### src/rtl/text_result_buffer.sv
// Circular first-word-fall-through buffer for completed result blocks, with overflow tracking.
// Optional running XOR checksum output enabled by defining TEXT_BUF_CHECKSUM_EN.
module text_result_buffer #(
  parameter int TEXT_WIDTH = 128,
  parameter int DEPTH      = 16,
  parameter int PTR_WIDTH  = 4,
  parameter int TAG_WIDTH  = 8
) (
  input  logic                  clk_i,
  input  logic                  rst_i,
  input  logic                  clear_i,
  input  logic                  finish_i,
  input  logic [TEXT_WIDTH-1:0] text_i,
  input  logic [TAG_WIDTH-1:0]  tag_i,
  input  logic                  rd_ready_i,
  output logic                  rd_valid_o,
  output logic [TEXT_WIDTH-1:0] rd_data_o,
  output logic [TAG_WIDTH-1:0]  rd_tag_o,
  output logic [PTR_WIDTH:0]    count_o,
  output logic                  full_o,
  output logic                  empty_o,
  output logic                  overflow_o,
  output logic [7:0]            drop_cnt_o
`ifdef TEXT_BUF_CHECKSUM_EN
  ,
  output logic [TEXT_WIDTH-1:0] checksum_o
`endif
);

  logic [TEXT_WIDTH+TAG_WIDTH-1:0] mem [DEPTH];
  logic [PTR_WIDTH-1:0] wr_ptr, rd_ptr;
  logic [PTR_WIDTH:0]   count;
  logic                 rd_acc, wr_acc, drop;

  assign full_o     = (count == (PTR_WIDTH+1)'(DEPTH));
  assign empty_o    = (count == '0);
  assign rd_valid_o = !empty_o;
  assign count_o    = count;
  assign {rd_data_o, rd_tag_o} = mem[rd_ptr];

  // A read in the same cycle frees the slot, so a full buffer can still accept.
  assign rd_acc = rd_valid_o && rd_ready_i;
  assign wr_acc = finish_i && (!full_o || rd_acc);
  assign drop   = finish_i && full_o && !rd_acc;

  always_ff @(posedge clk_i)
    if (wr_acc && !clear_i) mem[wr_ptr] <= {text_i, tag_i};

  always_ff @(posedge clk_i or posedge rst_i) begin
    if (rst_i) begin
      wr_ptr     <= '0;
      rd_ptr     <= '0;
      count      <= '0;
      overflow_o <= 1'b0;
      drop_cnt_o <= '0;
    end else if (clear_i) begin
      wr_ptr     <= '0;
      rd_ptr     <= '0;
      count      <= '0;
      overflow_o <= 1'b0;
      drop_cnt_o <= '0;
    end else begin
      if (wr_acc) wr_ptr <= wr_ptr + PTR_WIDTH'(1);
      if (rd_acc) rd_ptr <= rd_ptr + PTR_WIDTH'(1);
      case ({wr_acc, rd_acc})
        2'b10:   count <= count + (PTR_WIDTH+1)'(1);
        2'b01:   count <= count - (PTR_WIDTH+1)'(1);
        default: count <= count;
      endcase
      if (drop) begin
        overflow_o <= 1'b1;
        if (drop_cnt_o != 8'hFF) drop_cnt_o <= drop_cnt_o + 8'd1;
      end
    end
  end

`ifdef TEXT_BUF_CHECKSUM_EN
  always_ff @(posedge clk_i or posedge rst_i) begin
    if (rst_i)        checksum_o <= '0;
    else if (clear_i) checksum_o <= '0;
    else if (wr_acc)  checksum_o <= checksum_o ^ text_i;
  end
`endif

endmodule

### config.mk
export PLATFORM = sky130hd
export DESIGN_NAME = text_result_buffer
export DESIGN_NICKNAME = d
export VERILOG_FILES = /design/src/rtl/text_result_buffer.sv
export SDC_FILE = /design/constraint.sdc
export NUM_CORES = 2
export LEC_CHECK = 0
export CORE_ASPECT_RATIO = 1.5
export CORE_MARGIN = 4
export CORE_UTILIZATION = 60
export CTS_BUF_LIST = sky130_fd_sc_hd__clkbuf_4 sky130_fd_sc_hd__clkbuf_8
export DETAILED_ROUTE_END_ITERATION = 10
export PLACE_DENSITY = 0.78
export SLEW_MARGIN = 20
export SYNTH_ARGS = -nofsm -noshare
export SYNTH_HDL_FRONTEND = slang
export SYNTH_SLANG_ARGS = --single-unit
### constraint.sdc
create_clock -name clk_i -period 10.3 [get_ports clk_i]
set_input_delay 3.09 -clock clk_i [delete_from_list [all_inputs] [get_ports clk_i]]
set_output_delay 3.09 -clock clk_i [all_outputs]
set_load 0.1 [all_outputs]
==> flow_metrics.tcl <==
set metrics [dict create \
    reg2reg_depth 6 \
    grt_pass1_wl_mm 264.3 \
    avgSynthCellArea_um2 25.09 \
    dpl.cell_count 5367 \
    cts_hold_buf 0 \
    layout_setup_ws_ns 2.174 \
    ys_seq_area_share_pct 79.07 \
    worstPathArrival_ns 5.04 \
    syn-num-nets 3472 \
    clk_pin_slew_ns 0.06 \
    power.total_w 0.02273 \
    clockBufferDepth 4 \
    tightestPinTransition_ns 1.196 \
    drive_above_1_share_pct 29.78 \
    outcome "completed" \
    yosysMostFrequentCell "edfxtp_1" \
    port-buffer-count 293 \
    yosys_warnings 0 \
    synth_commonest_cells "edfxtp_1 (2176), mux4_2 (636), clkbuf_1 (66)" \
    drv_cap 0 \
    rrSetupSlack_ns 6.67 \
    ys_top_cells_by_area "edfxtp_1 (78%), mux4_2 (17%), dfrtp_1 (0.66%), mux2i_1 (0.56%), a211oi_1 (0.41%)" \
    postCtsResizedCells 0 \
    power_density_nw_per_um2 240.3 \
    clkPwrFrac_pct 29.0 \
    drc 0 \
    detail_route.wl_per_cell_um 29.91 \
    async_reset_ff_share_pct 1.001 \
    syn-instance-count 3321 \
    hold_depth 2 \
    cts_tree "yes" \
    fin_setup_tns_ns 0 \
    fin_crit_ns 8.126 \
    min_to "overflow_o$_DFFE_PP0P_" \
    multiInputGateArea_um2 16560 \
    dr.pass1.iters 7 \
    finClkSkew_ns 0.06475 \
    synth_edf_count 2176 \
    cts-root-buf "clkbuf_8" \
    place_ws_ns 3.190 \
    max_freq_mhz 123.1 \
    synth_area_um2 83330 \
    final_cells 5927 \
    seq_area_um2 65910 \
    cts_setup_buffers 0 \
    final.period_utilization_pct 78.90 \
    fp.dieH_um 464.4 \
    r2r_end "mem[12][51]$_DFFE_PP_" \
    irDropWorstVdd_mv 0.3107 \
    hold_path_class "flip-flop to flip-flop" \
    synth_top_area_cell "edfxtp_1" \
    grt_pass1_vias 39860 \
    synthFlopType "edfxtp_1" \
    yosys_register_bits 2198 \
    critPathLaunchType "flip-flop" \
    p_leak_nw 28.60 \
    synth.top_cell.area_share_pct 78.41 \
    vias_per_cell 6.357 \
    r2r-start "count_o[0]$_DFFE_PP0P_" \
    antenna_found_initial 27 \
    areaGrowthSynthToFinish_pct 13.54 \
    hold_viol_final 0 \
    ant_nets 0 \
    slew-limit-headroom_pct 19.98 \
    clock_latency_ns 1.02 \
    fill_cells 8125 \
    hp-start "overflow_o$_DFFE_PP0P_" \
    grt-ovfl-total 0 \
    cts_buffers 321 \
    die_area_um2 145000 \
    dieWidth_um 312.3 \
    slew_viol_final 0 \
    critPathKind "flip-flop to output pin" \
    grt_start_max_net_pins 148 \
    cp.required_ns 7.21 \
    yosys.cell_types.count 40 \
    cp-end-kind "output pin" \
    cp_max_fo 58 \
    placed_cell_area_um2 88610 \
    initial_core_util_pct 60.34 \
    gp_congestion 0.7412 \
    drt_iter0_markers 3921 \
    core_um2 138100 \
    hpwl_mm 88.25 \
    cts.sinks 2198 \
    std_cell_rows 167 \
    p_comb_share_pct 26.8 \
    totalWireLength_mm 177.3 \
    ios 294 \
    htreeDepth 5 \
    finish.instance_area_um2 94610 \
    fin_nets 3982 \
    p_switching_w 0.006936 \
    pwr-share-seq_pct 44.2 \
    rsz0062_at_grt "no" \
    num_vias 37676 \
    internal-power_w 0.01580 \
    setup-violations-final 0 \
    grt_usage_pct 25.00 \
    swShare_pct 30.51 \
]
[worst max-delay path, stage by stage, from the launching register on]
cell and delay [ns]:
dfrtp_4 1.02, buf_4 0.67, mux4_2 0.37, mux2i_1 0.10, a21oi_1 0.60, clkdlybuf4s50_1 1.27
[power by group through the flow]
stage	Clock, W	Sequential (W)	Combinational, W
detailed placement	0	0.0102	0.00616
CTS	0.00674	0.0101	0.00618
global route	0.00718	0.0101	0.00640
global placement	0	0.0102	0.00612
floorplan	0	0.0102	0.00489
finish	0.00660	0.0100	0.00608
[state kept, by name (all words and copies together), names as in the netlist]
name	flops
rd_ptr	4
mem	2176
drop_cnt_o	8
overflow_o	1
wr_ptr	4
count_o	5
[final cells by class]
type	count	area share, %
Multi-Input combinational cell	938	17.50
Sequential cell	2198	69.66
Tap cell	1859	2.458
Inverter	12	0.04761
Antenna cell	18	0.04761
Clock inverter	121	0.8054
Clock buffer	421	5.516
Timing Repair Buffer	360	3.959
[per-layer routing]
layer  GRT usage, %  share of wire [%]  vias up
met2          41.08                 51     1664
met5              0              0.091        -
li1               -                  -    15470
met3          6.376                8.9      304
met4          7.448                2.3       24
met1          33.82                 37    20214
[worst max path at each step]
| stage | depth (start not counted) | slack (ns) | endpoint | startpoint |
|---|---|---|---|---|
| 6_report | 5 | 2.17 | rd_data_o[113] | rd_ptr[1]$_DFFE_PP0P_ |
| 5_1_grt | 6 | 1.89 | rd_data_o[31] | rd_ptr[0]$_DFFE_PP0P_ |
| 4_1_cts | 5 | 2.00 | rd_data_o[113] | rd_ptr[1]$_DFFE_PP0P_ |
| 3_5_place_dp | 5 | 3.19 | rd_data_o[88] | rd_ptr[1]$_DFFE_PP0P_ |
| 3_3_place_gp | 5 | 3.21 | rd_data_o[113] | rd_ptr[1]$_DFFE_PP0P_ |
| 2_1_floorplan | 5 | 0.02 | mem[0][0]$_DFFE_PP_ | rd_ready_i |
[stage by stage]
stage	util [%]	hold WS, ns
final	68.50	0.5238
after global placement	64.14	0.4882
after CTS	68.48	0.5312
after detailed placement	64.15	0.5141
after floorplan	-	0.5590
after global routing	68.48	0.5879
[layout by cell type, fill, tap and decap left out, types with 5 or more instances in the layout]
cell | netlist | routed
a211oi_1 | 46 | 46
a21oi_1 | 55 | 55
buf_12 | 0 | 26
buf_2 | 33 | 6
buf_4 | 44 | 40
bufinv_16 | 0 | 9
clkbuf_4 | 0 | 92
clkbuf_8 | 0 | 329
clkdlybuf4s50_1 | 0 | 286
clkinv_1 | 0 | 72
clkinv_2 | 0 | 32
clkinvlp_4 | 0 | 7
dfrtp_1 | 22 | 18
diode_2 | 0 | 18
edfxtp_1 | 2176 | 2176
ha_1 | 9 | 9
inv_1 | 12 | 12
mux2i_1 | 47 | 47
mux4_2 | 636 | 636
nand2_1 | 9 | 9
nand3_1 | 7 | 7
nor2_1 | 29 | 13
nor2_4 | 0 | 16
nor2b_1 | 49 | 49
o21ai_0 | 6 | 6
or4_1 | 5 | 5
[cell families (layout without fill, tap and decap cells)]
logic type               Yosys count  in the layout  synth area share [%]
flip-flops                      2198           2198                 79.07
multiplexers                     684            684                 17.77
buffers and inverters            185            914                 1.198
AO/OA/AOI/OAI                    125            125                0.9895
AND/OR/NAND/NOR                  112            112                0.7402
adder cells (fa/ha/maj)           10             10                0.1592
XOR/XNOR                           7              7               0.07357
other                              0             18                     0
Note: power is estimated with default switching activity, not from simulation.
